`src/rtl/pll_reset_sequencer_pkg.sv`:
```
// Shared state encoding, widths and counter sizing for the PLL reset sequencer.
package pll_seq_pkg;

  typedef enum logic [2:0] {
    RESET_PLL = 3'd0,
    WAIT_LOCK = 3'd1,
    STABLE    = 3'd2,
    RUN       = 3'd3,
    FAULT     = 3'd4
  } pll_state_e;

  localparam int RETRY_W = 2;
  localparam int LOSS_W  = 8;

  // Width of one counter able to reach the largest of three cycle counts.
  function automatic int cnt_width(input int a, input int b, input int c);
    int m;
    m = (a > b) ? a : b;
    m = (c > m) ? c : m;
    return ($clog2(m) < 1) ? 1 : $clog2(m);
  endfunction

endpackage

```
`src/rtl/pll_lock_sync.sv`:
```
// Two-flop synchroniser bringing the asynchronous PLL lock into the reference domain.
module pll_lock_sync (
  input  logic clk,
  input  logic rst_n,
  input  logic async_in,
  output logic sync_out
);

  logic meta_r;

  // Metastability stage followed by the stable output stage
  always_ff @(posedge clk or negedge rst_n) begin
    if (!rst_n) begin
      meta_r   <= 1'b0;
      sync_out <= 1'b0;
    end else begin
      meta_r   <= async_in;
      sync_out <= meta_r;
    end
  end

endmodule

```
`src/rtl/pll_reset_sequencer.sv`:
```
// PLL reset/lock supervisor running on the free-running reference clock.
// Define PLL_RESET_SEQUENCER_STATS_EN to implement the lock-loss counter.
module pll_reset_sequencer
  import pll_seq_pkg::*;
#(
  parameter int RST_PULSE_CYCLES    = 16,
  parameter int LOCK_STABLE_CYCLES  = 1024,
  parameter int LOCK_TIMEOUT_CYCLES = 1048576,
  parameter int MAX_RETRIES         = 3
) (
  input  logic               clk_74a,
  input  logic               reset_n,
  input  logic               pll_locked,
  input  logic               restart_req,
  output logic               pll_rst,
  output logic               core_reset_n,
  output logic               locked_stable,
  output logic               fault,
  output logic [RETRY_W-1:0] retry_cnt,
  output logic [LOSS_W-1:0]  lock_loss_cnt
);

  localparam int CNT_W = cnt_width(RST_PULSE_CYCLES, LOCK_STABLE_CYCLES, LOCK_TIMEOUT_CYCLES);
  localparam logic [CNT_W-1:0]   RST_LAST     = CNT_W'(RST_PULSE_CYCLES - 1);
  localparam logic [CNT_W-1:0]   STABLE_LAST  = CNT_W'(LOCK_STABLE_CYCLES - 1);
  localparam logic [CNT_W-1:0]   TIMEOUT_LAST = CNT_W'(LOCK_TIMEOUT_CYCLES - 1);
  localparam logic [RETRY_W-1:0] RETRY_MAX    = RETRY_W'(MAX_RETRIES);

  pll_state_e       state_r;
  logic [CNT_W-1:0] count_r;
  logic             locked_s;
  logic             armed_r;

  pll_lock_sync u_lock_sync (
    .clk      (clk_74a),
    .rst_n    (reset_n),
    .async_in (pll_locked),
    .sync_out (locked_s)
  );

  // The first edge after reset release only arms the sequencer
  always_ff @(posedge clk_74a or negedge reset_n) begin
    if (!reset_n) begin
      armed_r <= 1'b0;
    end else begin
      armed_r <= 1'b1;
    end
  end

  // Sequencer FSM: state, shared counter, retry count and registered outputs
  always_ff @(posedge clk_74a or negedge reset_n) begin
    if (!reset_n) begin
      state_r       <= RESET_PLL;
      count_r       <= {CNT_W{1'b0}};
      retry_cnt     <= {RETRY_W{1'b0}};
      pll_rst       <= 1'b1;
      core_reset_n  <= 1'b0;
      locked_stable <= 1'b0;
      fault         <= 1'b0;
    end else if (!armed_r) begin
      state_r <= state_r;
    end else if (restart_req) begin
      state_r       <= RESET_PLL;
      count_r       <= {CNT_W{1'b0}};
      retry_cnt     <= {RETRY_W{1'b0}};
      pll_rst       <= 1'b1;
      core_reset_n  <= 1'b0;
      locked_stable <= 1'b0;
      fault         <= 1'b0;
    end else begin
      case (state_r)
        RESET_PLL: begin
          if (count_r == RST_LAST) begin
            state_r <= WAIT_LOCK;
            count_r <= {CNT_W{1'b0}};
            pll_rst <= 1'b0;
          end else begin
            count_r <= count_r + CNT_W'(1);
          end
        end
        WAIT_LOCK: begin
          if (locked_s) begin
            state_r <= STABLE;
            count_r <= {CNT_W{1'b0}};
          end else if (count_r == TIMEOUT_LAST) begin
            count_r <= {CNT_W{1'b0}};
            pll_rst <= 1'b1;
            if (retry_cnt == RETRY_MAX) begin
              state_r <= FAULT;
              fault   <= 1'b1;
            end else begin
              state_r   <= RESET_PLL;
              retry_cnt <= retry_cnt + RETRY_W'(1);
            end
          end else begin
            count_r <= count_r + CNT_W'(1);
          end
        end
        STABLE: begin
          // A dropout restarts the lock wait without spending a retry
          if (!locked_s) begin
            state_r <= WAIT_LOCK;
            count_r <= {CNT_W{1'b0}};
          end else if (count_r == STABLE_LAST) begin
            state_r       <= RUN;
            count_r       <= {CNT_W{1'b0}};
            retry_cnt     <= {RETRY_W{1'b0}};
            core_reset_n  <= 1'b1;
            locked_stable <= 1'b1;
          end else begin
            count_r <= count_r + CNT_W'(1);
          end
        end
        RUN: begin
          if (!locked_s) begin
            state_r       <= RESET_PLL;
            count_r       <= {CNT_W{1'b0}};
            pll_rst       <= 1'b1;
            core_reset_n  <= 1'b0;
            locked_stable <= 1'b0;
          end else begin
            state_r <= RUN;
          end
        end
        FAULT: begin
          state_r <= FAULT;
        end
        default: begin
          state_r       <= RESET_PLL;
          count_r       <= {CNT_W{1'b0}};
          retry_cnt     <= {RETRY_W{1'b0}};
          pll_rst       <= 1'b1;
          core_reset_n  <= 1'b0;
          locked_stable <= 1'b0;
          fault         <= 1'b0;
        end
      endcase
    end
  end

`ifdef PLL_RESET_SEQUENCER_STATS_EN
  logic loss_event_s;

  // Counts whenever RUN sees lock drop, including when a restart wins the same edge
  assign loss_event_s = armed_r && (state_r == RUN) && !locked_s;

  // Saturating lock-loss counter, untouched by restart_req
  always_ff @(posedge clk_74a or negedge reset_n) begin
    if (!reset_n) begin
      lock_loss_cnt <= {LOSS_W{1'b0}};
    end else if (loss_event_s && (lock_loss_cnt != {LOSS_W{1'b1}})) begin
      lock_loss_cnt <= lock_loss_cnt + LOSS_W'(1);
    end else begin
      lock_loss_cnt <= lock_loss_cnt;
    end
  end
`else
  assign lock_loss_cnt = {LOSS_W{1'b0}};
`endif

endmodule

```
`config.mk`:
```
export PLATFORM = sky130hd
export DESIGN_NAME = pll_reset_sequencer
export DESIGN_NICKNAME = d
export VERILOG_FILES = /design/src/rtl/pll_reset_sequencer_pkg.sv /design/src/rtl/pll_lock_sync.sv /design/src/rtl/pll_reset_sequencer.sv
export SDC_FILE = /design/constraint.sdc
export NUM_CORES = 1
export LEC_CHECK = 0
export ABC_AREA = 1
export BUFFER_PORTS_ARGS = -buffer_cell sky130_fd_sc_hd__buf_4
export CAP_MARGIN = 20
export CELL_PAD_IN_SITES_DETAIL_PLACEMENT = 0
export CELL_PAD_IN_SITES_GLOBAL_PLACEMENT = 1
export CORE_ASPECT_RATIO = 2
export CORE_MARGIN = 3
export CORE_UTILIZATION = 30
export DETAILED_ROUTE_END_ITERATION = 12
export PLACE_DENSITY_LB_ADDON = 0.25
export SLEW_MARGIN = 10
export SYNTH_ARGS = -nofsm -noshare
export SYNTH_HDL_FRONTEND = slang
export SYNTH_SLANG_ARGS = --single-unit
```
`constraint.sdc`:
```
create_clock -name clk_74a -period 1.8 [get_ports clk_74a]
set_input_delay 0.18 -clock clk_74a [delete_from_list [all_inputs] [get_ports clk_74a]]
set_output_delay 0.18 -clock clk_74a [all_outputs]
set_load 0.1 [all_outputs]
```
# Word-level counts from Yosys, hierarchy flattened
# Cells that the tools add are included.
# op_classes
add_sub_neg	2
eq_ne	23
n_mux	40
reduce_logical	11
# op_table
op	n
2-to-1 mux 20 bit	7
one-hot mux 20 bit (5 select lines)	1
2-to-1 mux 3 bit	7
inequality test 3 bit, second input constant	7
adder 20 x 1 -> 20 bit, second input constant	1
equality test 20 x 10 -> 1 bit, second input constant	1
equality test 20 bit, second input constant	1
equality test 20 x 4 -> 1 bit, second input constant	1
one-hot mux 3 bit (5 select lines)	1
2-to-1 mux 2 bit	7
2-to-1 mux 1 bit	13
AND reduction 5 bit	2
inequality test 2 x 1 -> 1 bit, second input constant	4
AND reduction 7 bit	1
equality test 3 x 2 -> 1 bit, second input constant	2
one-hot mux 2 bit (3 select lines)	1
AND reduction 6 bit	1
OR reduction 3 bit	2
inequality test 4 x 3 -> 1 bit, second input constant	1
inequality test 4 bit, second input constant	1
one-hot mux 1 bit (4 select lines)	1
AND reduction 4 bit	1
OR reduction 4 bit	1
equality test 3 x 1 -> 1 bit, second input constant	1
other kinds (10)	10
# totals
reg_bits	31
wordCells	85

# Longest topological paths before layout
# depth
ltp_word	6
mapped_depth	11

# Cells and area by module
# A second synthesis with hierarchy kept.
# hier_totals
cells_unflattened	306
hier_area_um2	2187.1
# by_module_without_submodules
module	cells_each	area_per_inst_um2	instances	seq_area_each_um2
pll_reset_sequencer	304	2137.0	1	726.9
pll_lock_sync	2	50.0	1	50.0

# Worst setup path before layout
# Ideal clock, no wire load.
# synth_timing
path_type	reg-to-reg
from	register retry_cnt[0]
to	register retry_cnt[0]
t_arrival_ns	1.606
n_path_buf	0
path_stages_with_launch	6
path_slack_ns	0.072
cell_sequence	dfrtp_1 > ha_1 > a22oi_1 > nand3_1 > nand2_1 > nand2_1
# synth_via
elab_chain_cells	6
# synth_rtl
element	line	rtl
from (decl)	pll_reset_sequencer.sv:19	output logic [RETRY_W-1:0] retry_cnt,
from (signal assigned)	pll_reset_sequencer.sv:55	retry_cnt <= {RETRY_W{1'b0}};
from (signal assigned)	pll_reset_sequencer.sv:65	retry_cnt <= {RETRY_W{1'b0}};
from (signal assigned)	pll_reset_sequencer.sv:93	retry_cnt <= retry_cnt + RETRY_W'(1);
adder 2 x 1 -> 2 bit	pll_reset_sequencer.sv:93	
2-to-1 mux 2 bit	pll_reset_sequencer.sv:88	if (retry_cnt == RETRY_MAX) begin
2-to-1 mux 2 bit	pll_reset_sequencer.sv:85	end else if (count_r == TIMEOUT_LAST) begin
2-to-1 mux 2 bit	pll_reset_sequencer.sv:82	if (locked_s) begin
one-hot mux 2 bit (3 select lines)	pll_reset_sequencer.sv:71	case (state_r)
2-to-1 mux 2 bit	pll_reset_sequencer.sv:62	end else if (restart_req) begin
# Several ways; a longest one is shown, not always the timed one. The select of a mux whose other input is x is not followed.
# A chain may end at the register's enable or synchronous reset.

# Worst setup path after layout
# layout_timing
from	register count_r[0]
to	register count_r[6]
# layout_via
elab_chain_cells	5
# layout_rtl
element	line	rtl
from (decl)	pll_reset_sequencer.sv:30	logic [CNT_W-1:0] count_r;
from (signal assigned)	pll_reset_sequencer.sv:54	count_r <= {CNT_W{1'b0}};
from (signal assigned)	pll_reset_sequencer.sv:64	count_r <= {CNT_W{1'b0}};
from (signal assigned)	pll_reset_sequencer.sv:75	count_r <= {CNT_W{1'b0}};
adder 20 x 1 -> 20 bit (tied with other cells)	pll_reset_sequencer.sv:78, pll_reset_sequencer.sv:96, pll_reset_sequencer.sv:111	
2-to-1 mux 20 bit, on equally long branches	pll_reset_sequencer.sv:104, pll_reset_sequencer.sv:85	
2-to-1 mux 20 bit, on equally long branches	pll_reset_sequencer.sv:101, pll_reset_sequencer.sv:82	
one-hot mux 20 bit (5 select lines) *	pll_reset_sequencer.sv:71	
2-to-1 mux 20 bit *	pll_reset_sequencer.sv:62	
# Mark *: on every way between the ends. The rest lies on a longest branch, timed or not.

==> impl_metrics.json <==
{
  "status": "complete, no violations",
  "viasPerCell": 4.67,
  "slew_violations": 0,
  "drtIter0Drc": 73,
  "critPathKind": "flip-flop to flip-flop",
  "die_x_um": 66.8,
  "fp.coreArea_sq_um": 7050,
  "powerDensity_nw_per_um2": 1190,
  "die_h_um": 128,
  "multi_input_area_sq_um": 1270,
  "io_pins": 18,
  "cp_slowest_cell": "dfrtp_1",
  "setup_slack_ns": 0.0992,
  "crit_family": "simple AND/OR/NAND/NOR gates",
  "drc": 0,
  "path_clk_slew_ns": 0.06,
  "critPathLaunchType": "flip-flop",
  "whs_endpoint": "state_r[1]",
  "ys_warn_count": 0,
  "antenna_found_initial": 0,
  "crit_fanout": 19,
  "path_cells": "ha_2 -> nand2_2 -> nor2_4 -> nand2_4 -> nor2_4 -> nand3_2 -> nand2_2 -> nand3_4 -> buf_12 -> nand3_1 -> nand2_1",
  "drtPass1Iterations": 4,
  "grt_pass1_wl_um": 9530,
  "pre_cts_slack_ns": 0.0647,
  "core.rowCount": 43,
  "min_period_over_period": 0.945,
  "layout_commonest_cell": "nand2_1",
  "ant_nets": 0,
  "grt_max_degree": 32,
  "timing.reg2reg.setup_slack_ns": 0.1,
  "hold_viol_final": 0,
  "fill_cells": 777,
  "num_vias": 1992,
  "synth-seq-cells": 31,
  "io_buffers": 9,
  "cts_root_buf": "clkbuf_16",
  "nNetsFinal": 342,
  "dieArea_sq_um": 8520,
  "cp.arrival_ns": 1.87,
  "clock.fmax_mhz": 588,
  "max_stage_delay_ns": 0.39,
  "synth_cells": 312,
  "finalSetupTns_ns": 0,
  "cts_made_buffers": 5,
  "ir_worst_vdd_mv": 0.458,
  "overflow": 0,
  "ff2ff_path_depth": 11,
  "grt_usage": 0.150,
  "timing.rr.end": "count_r[6]",
  "syn_avg_cell_area_sq_um": 7.10,
  "regArea_sq_um": 777,
  "maxCapViolCount": 0,
  "wirelength_um": 5880,
  "rr_startpoint": "count_r[0]",
  "synth_area_sq_um": 2220,
  "rsz0062_at_grt": "true",
  "leakage_nw": 1.38,
  "wire_per_inst_um": 13.8,
  "worst-path-buf-inv": 1,
  "hold_class": "input port to flip-flop",
  "clock_sinks": 31,
  "grt_pass1_vias": 2018,
  "min_from": "restart_req",
  "drive_above_1_share": 0.214,
  "tritoncts": "built",
  "start_util": 0.314,
  "worstHoldPathCells": 4,
  "finClkSkew_ns": 0.00537,
  "required_ns": 1.97,
  "diodes": 0,
  "htreeDepth": 2,
  "finalCriticalPeriod_ns": 1.70,
  "clk_path_buf_depth": 2,
  "worstSetupEndpointType": "flip-flop",
  "dp.final_hpwl_um": 4540,
  "setup_viol": 0,
  "clock_latency_ns": 0.28,
  "final_cell_mix": "nand2_1 (96), nor2_1 (39), dfrtp_1 (30), nand3_1 (27), inv_1 (25)",
  "netlist-cell-type-count": 33,
  "cp.depth": 11,
  "yosysSeqAreaShare": 0.351,
  "area_growth_pct": 20.6,
  "gp_congestion": 0.827
}
==> cells in the mapped netlist <==
cell type | n | area (sq um)
a21oi_1 | 4 | 20.0
a22oi_1 | 1 | 7.51
buf_2 | 5 | 25.0
buf_4 | 10 | 75.1
buf_6 | 1 | 11.3
clkbuf_1 | 1 | 3.75
clkinv_2 | 1 | 5.00
conb_1 | 2 | 7.51
dfrtp_1 | 30 | 751
dfstp_2 | 1 | 26.3
ha_1 | 2 | 25.0
inv_1 | 25 | 93.8
inv_2 | 3 | 11.3
nand2_1 | 99 | 372
nand2_2 | 6 | 37.5
nand2_4 | 1 | 11.3
nand3_1 | 28 | 140
nand3_2 | 12 | 120
nand3_4 | 1 | 17.5
nand3b_1 | 1 | 7.51
nand4_1 | 10 | 62.6
nor2_1 | 40 | 150
nor2_2 | 2 | 12.5
nor2_4 | 3 | 33.8
nor3_1 | 2 | 10.0
nor3_2 | 1 | 10.0
nor3_4 | 1 | 16.3
nor4_1 | 1 | 6.26
nor4_2 | 1 | 12.5
o21ai_0 | 2 | 10.0
o21ai_1 | 2 | 10.0
xnor2_1 | 6 | 52.6
xor2_1 | 7 | 61.3
==> worst reg2reg max path: cells and delay by family (launching register included) <==
family | cells | cell delay (ns)
fa+ha+maj | 1 | 0.20
buf+inv | 1 | 0.16
flops | 1 | 0.39
simple gates | 9 | 0.82
==> how the worst max path moves through the flow <==
stage,start,to,slack (ns)
final,count_r[0],count_r[6],0.1
after global placement,count_r[0],count_r[9],0.11
after global routing,count_r[0],count_r[6],-0.04
after floorplan,retry_cnt[0],retry_cnt[0],0.07
after detailed placement,count_r[0],count_r[6],0.06
after CTS,count_r[0],count_r[6],0.05
==> what timing repair did <==
item                                   CTS  global route
hold buffers                             2             0
endpoints found under the hold margin   31             0
setup endpoints to repair                0            23
gates resized for setup                  0             6
setup buffers                            0             2
==> per-stage QoR <==
stage                     cell area (sq um)  utilization  hold WS, ns  cells  power (mW)
final                                  2670        0.379        0.271    427        3.18
after global placement                 2450        0.347        0.159    415        2.18
after floorplan                        2240            -       -0.116    319        1.86
after CTS                              2640        0.375        0.271    425        3.22
after global routing                   2670        0.379        0.289    427        3.35
after detailed placement               2450        0.347        0.161    415        2.18
==> routing by layer <==
layer  wire, um  track usage  vias up
met5          0            0        -
met4        110       0.0611        0
met3        142       0.0237        5
met2       3620        0.306       28
met1       2010        0.136      944
li1           -            -     1015
==> registers in the layout, summed over array words and instances, names as in the netlist <==
name	flops
armed_r	1
count_r	20
retry_cnt	2
pll_rst	1
u_lock_sync.meta_r	1
locked_stable	1
fault	1
u_lock_sync.sync_out	1
state_r	3
==> cells by family after synthesis <==
logic type | count (synthesis) | share of synthesized area
other | 2 | 0.00339
AO/OA/AOI/OAI | 9 | 0.0215
buffers and inverters | 46 | 0.102
XOR/XNOR | 13 | 0.0514
adder cells (fa/ha/maj) | 2 | 0.0113
AND/OR/NAND/NOR | 209 | 0.460
flip-flops | 31 | 0.351
==> power breakdown <==
part,switching [mW],leakage [nW],internal (mW),total (mW)
Clock,0.324,0.0868,0.688,1.01
Sequential,0.102,0.419,0.793,0.896
Combinational,0.917,0.873,0.356,1.27
Total,1.34,1.38,1.84,3.18
==> area by class of cell <==
class	count	area share
repair buffers	27	0.0871
well taps	90	0.0421
clock buffers	6	0.0520
inverters	29	0.0412
multi-input cells	242	0.474
flip-flops and latches	31	0.291
clock inverters	2	0.0131
Power figures use the tool's default switching activity.
